==> src/rtl/axis_frame_sink.sv <==
// axis_frame_sink: AXI-stream pixel sink that writes a frame to a frame-store port and checks last framing.
// One output register stage decouples the stream from frame-store backpressure.
module axis_frame_sink #(
    parameter  int DATA_W = 8,
    parameter  int COLS   = 1024,
    parameter  int ROWS   = 1024,
    localparam int NPIX   = COLS * ROWS,
    localparam int CNT_W  = $clog2(NPIX + 1)
) (
    input  logic              clk,
    input  logic              rst_n,
    input  logic              start,
    input  logic              s_valid,
    output logic              s_ready,
    input  logic [DATA_W-1:0] s_data,
    input  logic              s_last,
    output logic              wr_en,
    input  logic              wr_ready,
    output logic [CNT_W-1:0]  wr_addr,
    output logic [DATA_W-1:0] wr_data,
    output logic              busy,
    output logic              frame_done,
    output logic              err_early_last,
    output logic              err_missing_last,
    output logic [CNT_W-1:0]  pix_cnt
);
    typedef enum logic [1:0] {IDLE, RECV, FLUSH, DONE} state_t;

    state_t             state_q, state_d;
    logic               wr_en_q, wr_en_d;
    logic [CNT_W-1:0]   wr_addr_q, wr_addr_d;
    logic [DATA_W-1:0]  wr_data_q, wr_data_d;
    logic [CNT_W-1:0]   pix_cnt_q, pix_cnt_d;
    logic               err_early_q, err_early_d;
    logic               err_miss_q, err_miss_d;
    logic               frame_done_q, frame_done_d;
    logic               accept;
    logic               last_beat;

    // Ready only needs the output register to be empty or draining this cycle.
    assign s_ready   = (state_q == RECV || state_q == FLUSH) && (!wr_en_q || wr_ready);
    assign accept    = s_valid && s_ready;
    assign last_beat = pix_cnt_q == CNT_W'(NPIX - 1);

    always_comb begin
        state_d      = state_q;
        wr_en_d      = wr_en_q && !wr_ready;
        wr_addr_d    = wr_addr_q;
        wr_data_d    = wr_data_q;
        pix_cnt_d    = pix_cnt_q;
        err_early_d  = err_early_q;
        err_miss_d   = err_miss_q;
        frame_done_d = 1'b0;
        case (state_q)
            IDLE: if (start) begin
                state_d     = RECV;
                pix_cnt_d   = '0;
                err_early_d = 1'b0;
                err_miss_d  = 1'b0;
            end
            RECV: if (accept) begin
                wr_en_d   = 1'b1;
                wr_addr_d = pix_cnt_q;
                wr_data_d = s_data;
                pix_cnt_d = pix_cnt_q + 1'b1;
                if (last_beat) begin
                    state_d    = s_last ? DONE : FLUSH;
                    err_miss_d = err_miss_q | !s_last;
                end else if (s_last) begin
                    state_d     = DONE;
                    err_early_d = 1'b1;
                end
            end
            FLUSH: if (accept && s_last) state_d = DONE;
            DONE: if (!wr_en_q) begin
                frame_done_d = 1'b1;
                state_d      = IDLE;
            end
            default: state_d = IDLE;
        endcase
    end

    always_ff @(posedge clk or negedge rst_n) begin
        if (!rst_n) begin
            state_q      <= IDLE;
            wr_en_q      <= 1'b0;
            wr_addr_q    <= '0;
            wr_data_q    <= '0;
            pix_cnt_q    <= '0;
            err_early_q  <= 1'b0;
            err_miss_q   <= 1'b0;
            frame_done_q <= 1'b0;
        end else begin
            state_q      <= state_d;
            wr_en_q      <= wr_en_d;
            wr_addr_q    <= wr_addr_d;
            wr_data_q    <= wr_data_d;
            pix_cnt_q    <= pix_cnt_d;
            err_early_q  <= err_early_d;
            err_miss_q   <= err_miss_d;
            frame_done_q <= frame_done_d;
        end
    end

    assign wr_en            = wr_en_q;
    assign wr_addr          = wr_addr_q;
    assign wr_data          = wr_data_q;
    assign pix_cnt          = pix_cnt_q;
    assign busy             = state_q != IDLE;
    assign frame_done       = frame_done_q;
    assign err_early_last   = err_early_q;
    assign err_missing_last = err_miss_q;
endmodule
==> config.mk <==
export PLATFORM = sky130hd
export DESIGN_NAME = axis_frame_sink
export DESIGN_NICKNAME = d
export VERILOG_FILES = /design/src/rtl/axis_frame_sink.sv
export SDC_FILE = /design/constraint.sdc
export NUM_CORES = 1
export LEC_CHECK = 0
export CAP_MARGIN = 30
export CORE_MARGIN = 5
export CORE_UTILIZATION = 48
export DETAILED_ROUTE_END_ITERATION = 10
export GPL_ROUTABILITY_DRIVEN = 0
export PLACE_DENSITY = 0.79
export SLEW_MARGIN = 20
export SYNTH_ARGS = -nofsm -noshare
export SYNTH_HDL_FRONTEND = slang
export SYNTH_SLANG_ARGS = --single-unit
==> constraint.sdc <==
create_clock -name clk -period 2.8 [get_ports clk]
set_input_delay 0.42 -clock clk [delete_from_list [all_inputs] [get_ports clk]]
set_output_delay 0.42 -clock clk [all_outputs]
set_load 0.01 [all_outputs]
* Yosys cells after proc, flatten, opt, wreduce, memory -nomap -nowiden
Cells that the tools add are included.
Operators by class: add/subtract/negate cells 1, equal/unequal tests 12, muxes and demuxes 23, bitwise operators 1, reductions and logical operators 17
Operators with widths (count):
- two-way mux 21 bit | 2
- case mux 21 bit (2 select lines) | 1
- adder 21 x 1 -> 21 bit, second input constant | 1
- == test 21 x 20 -> 1 bit, second input constant | 1
- two-way mux 2 bit | 6
- != test 2 bit, second input constant | 6
- two-way mux 1 bit | 11
- AND reduction 5 bit | 2
- case mux 2 bit (4 select lines) | 1
- == test 2 bit, second input constant | 2
- logical AND 1 bit | 4
- case mux 1 bit (2 select lines) | 2
- AND reduction 4 bit | 1
- nonzero test 2 bit | 2
- logical NOT 1 bit | 3
- != test 3 bit, second input constant | 1
- AND reduction 3 bit | 1
- == test 2 x 1 -> 1 bit, second input constant | 1
- logical NOT 2 bit | 1
- logical OR 1 bit | 2
- != test 2 x 1 -> 1 bit, second input constant | 1
- AND reduction 2 bit | 1
- OR 1 bit | 1
Word-level totals: bits in registers 56, bits of input ports 14, output and inout bits 56, word-level logic and storage cells 62

* Depth between registers and ports, before layout
depth in word-level cells 7, mapped depth 8, gate-level depth less buffers 7

* Least setup slack after synthesis
No wires, ideal clock.
path kind reg-to-reg, start reg state_q[0], end reg pix_cnt_q[19], in the netlist pix_cnt[19], library setup time 0.078 ns, arrival 1.897 ns, required time 2.722 ns, path slack 0.825 ns, cell stages (with the launch flop) 8, buffers on the path 0, period minus slack after synthesis 1.975 ns, cell sequence dfrtp_1 inv_1 ha_1 nand2_1 o41ai_4 nand3_2 or3_1 a21oi_1
On the way: cells in the longest elaborated chain, start to end 6, elaborated cells between the ends (all ways) 11, classes of those cells eq/ne: 4; mux: 1; reduce/logical: 6
Ends and longest elaborated chain:
- start, declared | RTL line 29 | state_t state_q, state_d;
- start signal, assigned | RTL line 94 | state_q <= state_d;
- == test 2 x 1 -> 1 bit or == test 2 bit (tied branches) | RTL line 41, 54
- logical OR 1 bit | RTL line 41 | assign s_ready = (state_q == RECV || state_q == FLUSH) && (!wr_en_q || wr_ready);
- logical AND 1 bit | RTL line 41
- logical AND 1 bit | RTL line 42 | assign accept = s_valid && s_ready;
- != test 2 bit (no source line)
- AND reduction 3 bit (no source line)
- end signal, assigned | RTL line 98 | pix_cnt_q <= pix_cnt_d;
- end, declared | RTL line 33 | logic [CNT_W-1:0] pix_cnt_q, pix_cnt_d;
Parallel ways exist; a longest one is shown, timed or not. A chain may end at the register's enable or synchronous reset.

* Worst setup path in the final report
start reg state_q[0], end out s_ready
On the way: cells in the longest elaborated chain, start to end 3, elaborated cells between the ends (all ways) 4, classes of those cells eq/ne: 2; reduce/logical: 2
Ends and longest elaborated chain:
- == test 2 x 1 -> 1 bit or == test 2 bit (tied branches) | RTL line 41
- logical OR 1 bit * | RTL line 41
- logical AND 1 bit * | RTL line 41
- end, declared | RTL line 14 | output logic s_ready,
Mark *: on every way between the ends. The rest lies on a longest branch, timed or not.

==> run metrics <==
Clock Root Buffer=clkbuf_8; flop and latch count out of synthesis=56; clock buffer count from CTS=5; Starting DRT DRC Count=73; die area=around 7000 µm²; Routed WL=5.70 mm; DRT Pass-1 Iters=4; Crit path buffers/inverters=2; Post-synth EDFFs=0; Remaining Overflow, GRT=0; Mapped Cells=228; pre-CTS setup slack=0.435 ns; global-route wire length before repair=10.1 mm; fraction of layout cells with a size suffix above 1=17.4%; post-synthesis adder-cell area fraction=2.34%; Layout fillers=453; Arr. time, crit path=1.88 ns; ys flop type=dfrtp_1; Horiz. Die Dim=84.7 µm; DRC viols=0; Final nets=about 320; Worst setup startpoint=state_q[0]$_DFFE_PN0P_; TritonCTS Sinks=56; setup bufs post-CTS=0; max cap viols=0; Slowest Stage Delay on Critical Path=0.53 ns; VDD IR max=~0.33 mV; Multi-input gate area=1210 µm²; Area contributors post-synth=dfrtp_1, mux2_2, xor2_1; share of the synthesized area in the top cell type=approximately 52%; Slew Limit Headroom=57.2%; IO buf count=slightly below 70; diodes inserted=0; sw power=825 µW; CTS tree=done; synthesized area=2680 µm²; crit path max fanout=5; DR vias=2028; HPWL Detailed=4.24 mm; Worst EP required=about 2.4 ns; FP Rows=27; reg2reg path depth=8; wire per inst=15.1 µm; internal power=1.60 mW; slowest CP cell=clkdlybuf4s50_1; largest family of logic cells by synthesized area=simple AND/OR/NAND/NOR gates; Crit Path Category=flip-flop to primary output; largest net degree at the start of global routing=30; multiplexer share of the synthesized area=12.9%; total global-route track usage=17.2%; Worst Tran Pin Value=about 0.64 ns; Final WS setup=0.504 ns; Avg Inst Size Synth=11.7 µm²; placed cell area=~3500 µm²; sequential area share after synthesis=a little over half; Worst path depth=4; fin area=about 3600 µm²; Final Setup Violations=0; period utilization=82.0%; min-delay worst type=input port to async pin; Hold-fix buffers, CTS=0; met3 usage=5.30%; final clock skew=0.00792 ns; Synth Area in Compound Gates=5.00%; R2R Path Start=state_q[0]$_DFFE_PN0P_; Synth Warn #=0; Antenna Nets Post-Route=0; Final Hold Viols=0; DR vias/cell=5.39; worst setup path endpoint=s_ready; Clock Path Buffers=2; Worst-Skew Late Latency=0.31 ns; final setup TNS=0 ns; Core Footprint=5470 µm²; Worst setup SP type=flip-flop; Post-Synth XOR/XNOR Area=around 5.6%; final core utilization=65.2%; M2 GR Usage=27.5%; Clk pwr share=between 10% and 20%; number of global-route vias before repair=2023; gr busiest metal=met2; combinational fraction of design power=~39%; Seq pwr share=42.0%; cell family with the largest share of critical-path delay=buffers and inverters; initial antenna violation count=0; Synth Area in Simple Gates=just under 20%; Setup crit end kind=primary output; CP Cell Sequence=inv_1 -> ha_1 -> and2_1 -> clkdlybuf4s50_1; max frequency=435 MHz; GRT met1 Usage=22.5%; CTS resizes=0; # IOs=70; Die Ht=84.7 µm; Worst R2R Setup Slack=0.53 ns; leading area contributor after synthesis=dfrtp_1; crit path time final=2.30 ns; post-synth cell types=40; reg2reg end=pix_cnt[19]$_DFFE_PN0P_; Initial Util=between 40% and 50%; RSZ-0062 raised after global routing=no; switching share of total power=34.0%; P_leak=~1.6 nW; post-synth net total=247; outcome=finished, final reports clean; register area=1400 µm²; asr flop ratio synth=100%; CTS clk-pin slew, worst paths=around 0.10 ns; PD cells=roughly 680 nW/µm²; P&R area growth vs syn=33.3%; H-tree depth=2; max-slew violations=0
==> worst register-to-register path, cell delays in order (launching register included) <==
cell     delay (ns)
dfrtp_1        0.44
inv_1          0.10
ha_1           0.36
nand2_1        0.16
o41ai_4        0.33
buf_4          0.26
nand3_2        0.09
or3_1          0.32
a21oi_1        0.15
==> metal layers <==
| metal | vias to the layer above | wire [µm] |
|---|---|---|
| li1 | 958 | - |
| met1 | 996 | 2430 |
| met2 | 68 | 2730 |
| met3 | 6 | 468 |
| met4 | 0 | 66 |
| met5 | - | 0 |
==> Yosys cell counts, drive strengths merged (4+ instances only) <==
cell type   n
and3        4
buf         6
dfrtp      56
ha          5
inv         6
mux2       29
nand2      15
nand3      10
nand4      13
nor2       23
nor4        4
o21ai       8
xor2       16
==> worst min path at each step <==
stage | end | slack, ns
2_1_floorplan | err_early_last$_DFFE_PN0P_ | 0.12
3_3_place_gp | err_missing_last$_DFFE_PN0P_ | 0.47
3_5_place_dp | frame_done$_DFF_PN0_ | 0.48
4_1_cts | wr_addr[20]$_DFFE_PN0P_ | 0.13
5_1_grt | wr_addr[20]$_DFFE_PN0P_ | 0.17
6_report | frame_done$_DFF_PN0_ | 0.11
==> power by group through the flow <==
stage          Combinational (mW)  Sequential, mW  Clock, mW
2_1_floorplan               0.506            1.07          0
3_3_place_gp                0.945            1.03          0
3_5_place_dp                0.961            1.04          0
4_1_cts                     0.964            1.02      0.473
5_1_grt                      1.05            1.03      0.503
6_report                    0.954            1.02      0.452
==> cells by family after synthesis <==
family                   after synthesis
AND/OR/NAND/NOR                       86
flip-flops                            56
multiplexers                          31
AO/OA/AOI/OAI                         19
XOR/XNOR                              17
buffers and inverters                 14
adder cells (fa/ha/maj)                5
==> state kept, by name (all words and copies together), names as in the netlist <==
signal	count
err_early_last	1
err_missing_last	1
frame_done	1
pix_cnt	21
state_q	2
wr_addr	21
wr_data	8
wr_en	1
==> metrics by stage <==
stage	hold slack (ns)	power [mW]	cells
after floorplan	0.124	1.58	228
after global placement	0.466	1.97	368
after detailed placement	0.475	2.00	368
after CTS	0.130	2.46	376
after global routing	0.166	2.59	376
final	0.115	2.42	376
==> layout by cell type, fill, tap and decap left out, drive strengths merged, types with 2 or more instances in the layout <==
cell,count
xor2,16
nand4,13
and2b,3
nor4,4
ha,5
dfrtp,56
nand3,10
nand2,15
nor2,23
clkinvlp,2
clkdlybuf4s50,68
and3,4
clkbuf,5
and2,3
a31oi,3
and4,2
o21ai,8
mux2,29
mux2i,2
buf,8
or3,3
nor3,2
a21oi,3
inv,6
==> area by class of cell <==
| type | instances | share of cell area, % |
|---|---|---|
| clock buffer | 5 | 1.93 |
| clock inverter | 3 | 0.666 |
| timing repair buffer | 76 | 21.0 |
| sequential | 56 | 39.3 |
| multi-input combinational | 158 | 33.9 |
| inverter | 6 | 0.631 |
| tap | 72 | 2.52 |
Note: power is estimated with default switching activity, not from simulation.
